`src/rtl/obi_accel_ctrl.sv`:
```
// obi_accel_ctrl: OBI subordinate register block that launches and monitors
// NumChannels accelerator units.
//
// Each channel runs a two-state FSM (idle/busy). A CTRL write starts idle channels,
// done_i completes a busy channel, and an optional watchdog ends a channel that
// runs too long. Completions and timeouts latch pending bits that drive irq_o.
//
// Ports:
//   clk_i      clock
//   rst_ni     asynchronous reset, active low
//   obi_req_i  OBI request (req, a.addr, a.we, a.be, a.wdata, a.aid)
//   obi_rsp_o  OBI response (gnt, rvalid, r.rdata, r.err, r.rid)
//   start_o    one-cycle start pulse per channel
//   done_i     per-channel completion, sampled only while busy
//   match_i    per-channel result flag, valid while done_i is high
//   irq_o      level interrupt, |(IRQ_PEND & IRQ_EN)
//
// Register map (word offset addr[4:2]):
//   0x00 CTRL  0x04 STATUS  0x08 MATCH  0x0C IRQ_EN  0x10 IRQ_PEND (W1C)
//   0x14 TIMEOUT  0x18 TOERR  0x1C reserved (err=1)
module obi_accel_ctrl #(
    parameter int unsigned IdWidth     = 1,
    parameter type         obi_req_t   = struct packed {
        logic req;
        struct packed {
            logic [31:0]        addr;
            logic               we;
            logic [3:0]         be;
            logic [31:0]        wdata;
            logic [IdWidth-1:0] aid;
        } a;
    },
    parameter type         obi_rsp_t   = struct packed {
        logic gnt;
        logic rvalid;
        struct packed {
            logic [31:0]        rdata;
            logic               err;
            logic [IdWidth-1:0] rid;
        } r;
    },
    parameter int unsigned NumChannels = 4,
    parameter int unsigned TimeoutW    = 16
) (
    input  logic                   clk_i,
    input  logic                   rst_ni,
    input  obi_req_t               obi_req_i,
    output obi_rsp_t               obi_rsp_o,
    output logic [NumChannels-1:0] start_o,
    input  logic [NumChannels-1:0] done_i,
    input  logic [NumChannels-1:0] match_i,
    output logic                   irq_o
);

    localparam int unsigned N = NumChannels;

    localparam logic [0:0] StIdle = 1'b0;
    localparam logic [0:0] StBusy = 1'b1;

    localparam logic [2:0] RegCtrl    = 3'd0;
    localparam logic [2:0] RegStatus  = 3'd1;
    localparam logic [2:0] RegMatch   = 3'd2;
    localparam logic [2:0] RegIrqEn   = 3'd3;
    localparam logic [2:0] RegIrqPend = 3'd4;
    localparam logic [2:0] RegTimeout = 3'd5;
    localparam logic [2:0] RegToerr   = 3'd6;
    localparam logic [2:0] RegRsvd    = 3'd7;

    localparam logic [TimeoutW-1:0] CntMax = '1;
    localparam logic [TimeoutW-1:0] CntOne = TimeoutW'(1);

    logic [N-1:0]        state_q, state_d;
    logic [N-1:0]        start_q, start_d;
    logic [N-1:0]        done_q, done_d;
    logic [N-1:0]        match_q, match_d;
    logic [N-1:0]        irq_en_q, irq_en_d;
    logic [N-1:0]        pend_q, pend_d;
    logic [N-1:0]        toerr_q, toerr_d;
    logic [TimeoutW-1:0] timeout_q, timeout_d;
    logic [TimeoutW-1:0] cnt_q [N];
    logic [TimeoutW-1:0] cnt_d [N];

    logic                rvalid_q, rvalid_d;
    logic                err_q, err_d;
    logic [31:0]         rdata_q, rdata_d;
    logic [IdWidth-1:0]  rid_q, rid_d;

    logic [2:0]          sel;
    logic                wr_en;
    logic [31:0]         wmask;
    logic [31:0]         wdata_m;
    logic [31:0]         rdata_mux;
    logic [N-1:0]        busy;
    logic [N-1:0]        start_req;
    logic [N-1:0]        w1c;

    // Request decode; byte enables are folded into the write data once here.
    always_comb begin
        sel     = obi_req_i.a.addr[4:2];
        wr_en   = obi_req_i.req & obi_req_i.a.we;
        wmask   = '0;
        for (int b = 0; b < 4; b++) begin
            wmask[8*b +: 8] = {8{obi_req_i.a.be[b]}};
        end
        wdata_m   = obi_req_i.a.wdata & wmask;
        start_req = (wr_en && sel == RegCtrl) ? wdata_m[N-1:0] : '0;
        w1c       = (wr_en && sel == RegIrqPend) ? wdata_m[N-1:0] : '0;
        for (int c = 0; c < N; c++) begin
            busy[c] = (state_q[c] == StBusy);
        end
    end

    // Channel FSMs and register next state.
    always_comb begin
        state_d   = state_q;
        start_d   = '0;
        timeout_d = timeout_q;
        irq_en_d  = irq_en_q;
        // W1C first so that a same-cycle completion (below) wins.
        pend_d    = pend_q & ~w1c;
        done_d    = done_q & ~w1c;
        match_d   = match_q & ~w1c;
        toerr_d   = toerr_q & ~w1c;
        for (int c = 0; c < N; c++) begin
            cnt_d[c] = cnt_q[c];
        end

        if (wr_en && sel == RegIrqEn) begin
            irq_en_d = (irq_en_q & ~wmask[N-1:0]) | wdata_m[N-1:0];
        end
        if (wr_en && sel == RegTimeout) begin
            timeout_d = (timeout_q & ~wmask[TimeoutW-1:0]) | wdata_m[TimeoutW-1:0];
        end

        for (int c = 0; c < N; c++) begin
            if (state_q[c] == StIdle) begin
                if (start_req[c]) begin
                    state_d[c] = StBusy;
                    start_d[c] = 1'b1;
                    cnt_d[c]   = '0;
                    match_d[c] = 1'b0;
                    toerr_d[c] = 1'b0;
                end
            end else begin
                if (cnt_q[c] != CntMax) begin
                    cnt_d[c] = cnt_q[c] + CntOne;
                end
                if (done_i[c]) begin
                    state_d[c] = StIdle;
                    done_d[c]  = 1'b1;
                    pend_d[c]  = 1'b1;
                    match_d[c] = match_i[c];
                // >= rather than == so a limit lowered below the count fires at once.
                end else if (timeout_q != '0 && cnt_q[c] >= timeout_q - CntOne) begin
                    state_d[c] = StIdle;
                    toerr_d[c] = 1'b1;
                    pend_d[c]  = 1'b1;
                    match_d[c] = 1'b0;
                end
            end
        end
    end

    // Read mux and registered response.
    always_comb begin
        rdata_mux = '0;
        case (sel)
            RegStatus: begin
                rdata_mux[N-1:0]  = busy;
                rdata_mux[16 +: N] = done_q;
            end
            RegMatch:   rdata_mux[N-1:0]        = match_q;
            RegIrqEn:   rdata_mux[N-1:0]        = irq_en_q;
            RegIrqPend: rdata_mux[N-1:0]        = pend_q;
            RegTimeout: rdata_mux[TimeoutW-1:0] = timeout_q;
            RegToerr:   rdata_mux[N-1:0]        = toerr_q;
            default:    rdata_mux               = '0;
        endcase

        rvalid_d = obi_req_i.req;
        rid_d    = obi_req_i.req ? obi_req_i.a.aid : rid_q;
        err_d    = obi_req_i.req && (sel == RegRsvd);
        rdata_d  = (obi_req_i.req && !obi_req_i.a.we) ? rdata_mux : '0;
    end

    always_ff @(posedge clk_i or negedge rst_ni) begin
        if (!rst_ni) begin
            state_q   <= '0;
            start_q   <= '0;
            done_q    <= '0;
            match_q   <= '0;
            irq_en_q  <= '0;
            pend_q    <= '0;
            toerr_q   <= '0;
            timeout_q <= '0;
            for (int c = 0; c < N; c++) begin
                cnt_q[c] <= '0;
            end
            rvalid_q  <= 1'b0;
            err_q     <= 1'b0;
            rdata_q   <= '0;
            rid_q     <= '0;
        end else begin
            state_q   <= state_d;
            start_q   <= start_d;
            done_q    <= done_d;
            match_q   <= match_d;
            irq_en_q  <= irq_en_d;
            pend_q    <= pend_d;
            toerr_q   <= toerr_d;
            timeout_q <= timeout_d;
            for (int c = 0; c < N; c++) begin
                cnt_q[c] <= cnt_d[c];
            end
            rvalid_q  <= rvalid_d;
            err_q     <= err_d;
            rdata_q   <= rdata_d;
            rid_q     <= rid_d;
        end
    end

    always_comb begin
        obi_rsp_o         = '0;
        obi_rsp_o.gnt     = obi_req_i.req;
        obi_rsp_o.rvalid  = rvalid_q;
        obi_rsp_o.r.rdata = rdata_q;
        obi_rsp_o.r.err   = err_q;
        obi_rsp_o.r.rid   = rid_q;
        start_o           = start_q;
        irq_o             = |(pend_q & irq_en_q);
    end

    // Address bits outside the word offset and write bits beyond the fields are ignored.
    logic unused_bits;
    assign unused_bits = ^{obi_req_i.a.addr[31:5], obi_req_i.a.addr[1:0], wdata_m, wmask};

endmodule

```
`config.mk`:
```
export PLATFORM = sky130hd
export DESIGN_NAME = obi_accel_ctrl
export DESIGN_NICKNAME = d
export VERILOG_FILES = /design/src/rtl/obi_accel_ctrl.sv
export SDC_FILE = /design/constraint.sdc
export NUM_CORES = 1
export LEC_CHECK = 0
export CORE_AREA = 2 2 124 126
export CTS_CLUSTER_DIAMETER = 100
export DETAILED_ROUTE_END_ITERATION = 8
export DIE_AREA = 0 0 126 128
export PLACE_DENSITY = 0.8
export SLEW_MARGIN = 20
export SYNTH_ARGS = -nofsm -noshare
export SYNTH_HDL_FRONTEND = slang
export SYNTH_SLANG_ARGS = --single-unit
```
`constraint.sdc`:
```
create_clock -name clk_i -period 4.07 [get_ports clk_i]
set_input_delay 1.221 -clock clk_i [delete_from_list [all_inputs] [get_ports clk_i]]
set_output_delay 1.221 -clock clk_i [all_outputs]
set_load 0.01 [all_outputs]
```
==> impl_metrics.py, run 1 <==
metrics = {
    "detailed_routing": {
        "via_per_inst": 6.15,
        "remaining_drc_errors": 0,
        "vias": 6781,
        "first_pass_iters": 5,
        "wire_per_inst_um": 18.8,
        "drt-initial-drc-count": 530,
        "postRouteAntennaNets": 0,
        "wl_um": 20700,
    },
    "floorplan": {
        "fp.dieArea_um2": 16100,
        "core_area_um2": 14900,
        "fp.dieH_um": 128,
        "ios": 122,
        "row_count": 45,
        "die_x_um": 126,
        "initial_core_util_pct": 53.7,
    },
    "cells_and_area": {
        "multiInputGateArea_um2": 4410,
        "area.sequential_um2": 3280,
        "layout.nets": 1044,
        "layout-drive-gt1-share_pct": 10.7,
        "final_cell_count_no_fill": 1102,
        "diodes": 0,
        "nFillCells": 1151,
        "area.growth.synth_to_final_pct": 18.3,
        "design_area_um2": 9430,
    },
    "global_route": {
        "grt_pass1_wl_um": 33800,
        "grt.busiest_layer": "met2",
        "met3_usage_pct": 5.30,
        "grt_util_met1_pct": 33.0,
        "grt_pass1_vias": 6763,
        "antenna_found_initial": 0,
        "grt_overflow": 0,
        "track_usage_pct": 26.5,
        "grt_max_degree": 73,
        "grt_util_met2_pct": 45.2,
    },
    "place": {
        "portBuffers": 62,
        "dpl_cell_area_um2": 8850,
        "hpwl_um": 14500,
        "gp_congestion": 0.891,
        "place_inst": 1070,
    },
    "synthesis": {
        "ys_seq_area_share_pct": 41.1,
        "ys_top_cells_by_count": "dfrtp_1 (131), nor2_1 (80), ha_1 (62), nand2_1 (61), o21ai_0 (46)",
        "synth_top_area_share_pct": 41.1,
        "synth_area_leaders": "dfrtp_1 (41%), ha_1 (9.7%), nor2_1 (3.8%)",
        "syn_inst": 827,
        "synthFlopType": "dfrtp_1",
        "synth_cell_types": 67,
        "yosysMostFrequentCell": "dfrtp_1",
        "ys_warn_count": 0,
        "synth_edf_count": 0,
        "synth-async-reset-ratio_pct": 100,
        "synth_area_um2": 7980,
        "synth_top_area_cell": "dfrtp_1",
        "synth-seq-cells": 131,
        "avgSynthCellArea_um2": 9.64,
    },
    "critical_path": {
        "path_max_fanout": 7,
        "worstPathRequired_ns": 4.38,
        "r2r_cells": 14,
        "end_kind": "flop",
        "critPathLaunchType": "flop",
        "worstPathArrival_ns": 4.13,
        "criticalPathCategory": "flop to flop",
    },
    "pwr": {
        "power_uw": 4720,
        "ir_worst_vdd_mv": 0.364,
        "p_per_area_nw_per_um2": 501,
        "power.leakage_uw": 0.00409,
    },
    "timing": {
        "rsz0062_at_grt": "false",
        "max_freq_mhz": 261,
        "slew_headroom_pct": 34.3,
        "post-route-period-util_pct": 94.0,
        "setup_violations": 0,
        "tightestPinTransition_ns": 0.977,
        "tns_ns": 0,
        "layout_min_cycle_time_ns": 3.83,
        "holdWs_ns": 0.498,
        "hold_viol": 0,
        "report.final.slew_viol_count": 0,
        "skew_ns": 0.0100,
    },
    "run": {
        "maxCapViolCount": 0,
    },
    "clock_network": {
        "clock_tree.root_cell": "clkbuf_16",
        "cts_buffers": 17,
        "h-tree-depth": 4,
        "cts_tree": "built",
        "cts_setup_buffers": 0,
        "max-clock-path-buffers": 2,
        "holdBufCountCts": 0,
        "clk_pin_slew_ns": 0.06,
        "cts_resized": 0,
        "clkSinkCount": 131,
        "clkLatencyLatePin_ns": 0.43,
    },
    "run_status": {
        "status": "completed",
    },
    "min_path": {
        "hold-path-cell-count": 1,
        "min_path_type": "flop to flop",
    },
}
[stage by stage]
stage / setup WS (ns) / util, %
after floorplan: 0.611 / -
after global placement: 0.202 / 59.5
after detailed placement: 0.204 / 59.5
after CTS: 0.308 / 63.5
after global routing: 0.0195 / 63.5
final: 0.243 / 63.5
[placed cells by master, fill, tap and decap left out, types with 28 or more instances in the layout]
cell type	instances
dfrtp_1	131
xor2_1	30
buf_4	28
nor2_1	80
clkdlybuf4s50_1	61
nand2_1	61
ha_1	62
nand3_1	39
o21ai_0	46
[logic make-up after synthesis]
group                    synth area share, %
AO/OA/AOI/OAI                           13.3
adder cells (fa/ha/maj)                 9.73
AND/OR/NAND/NOR                         20.4
multiplexers                            4.13
flip-flops                              41.1
buffers and inverters                   4.22
other                                 0.0470
XOR/XNOR                                7.06
[per-layer routing]
| layer | routed length, µm | up-vias |
|---|---|---|
| met3 | 1250 | 51 |
| met4 | 611 | 0 |
| li1 | - | 3142 |
| met1 | 8650 | 3322 |
| met5 | 0 | - |
| met2 | 10200 | 266 |
[final cells by class]
type	instances	share of cell area, %
Clock buffer	18	4.55
Sequential cell	131	34.7
Clock inverter	14	1.64
Timing Repair Buffer	90	8.82
Multi-Input combinational cell	636	46.8
Inverter	25	0.995
Tap cell	188	2.49
[path summary, 6_finish.rpt]
kind                            startpoint     endpoint  slack [ns]
worst max-delay path                  flop   toerr_q[2]        0.24
worst min-delay path             done_q[0]  rdata_q[16]        0.50
worst max register to register        flop   toerr_q[2]        0.24
worst min register to register   done_q[0]  rdata_q[16]        0.50
max in group asynchronous           rst_ni  rdata_q[12]        2.49
min in group asynchronous           rst_ni    done_q[0]        0.80
[power breakdown]
| group | switching, µW | total (µW) | internal (µW) |
|---|---|---|---|
| Combinational | 749 | 1390 | 639 |
| Sequential | 297 | 1810 | 1520 |
| Clock | 613 | 1520 | 908 |
[critical path, cell delays in order (launching register included)]
cell and delay (ns):
dfrtp_1 0.45, nor4_1 0.29, buf_4 0.20, nand4b_1 0.14, or2_2 0.34, nor3_1 0.18
xnor2_1 0.38, ha_1 0.37, and4_1 0.24, o211ai_1 0.14, nor4b_1 0.09, nor4_1 0.43
buf_4 0.21, a2bb2oi_1 0.20, a21oi_1 0.06
Note: power is estimated with default switching activity, not from simulation.
==> run 2: changes to the inputs <==
--- a/config.mk
+++ b/config.mk
@@ -6,9 +6,10 @@
 export NUM_CORES = 1
 export LEC_CHECK = 0
 export CORE_AREA = 2 2 124 126
-export CTS_CLUSTER_DIAMETER = 100
+export CTS_CLUSTER_DIAMETER = 40
 export DETAILED_ROUTE_END_ITERATION = 8
 export DIE_AREA = 0 0 126 128
+export GPL_ROUTABILITY_DRIVEN = 0
 export PLACE_DENSITY = 0.8
 export SLEW_MARGIN = 20
 export SYNTH_ARGS = -nofsm -noshare
==> results of run 2 <==
No change in the layout: final DEF, timing and power equal those of run 1.
==> run 3: changes to the inputs <==
--- a/config.mk
+++ b/config.mk
@@ -6,7 +6,6 @@
 export NUM_CORES = 1
 export LEC_CHECK = 0
 export CORE_AREA = 2 2 124 126
-export CTS_CLUSTER_DIAMETER = 40
 export DETAILED_ROUTE_END_ITERATION = 8
 export DIE_AREA = 0 0 126 128
 export GPL_ROUTABILITY_DRIVEN = 0
==> results of run 3 <==
No change in the layout: final DEF, timing and power equal those of run 1.
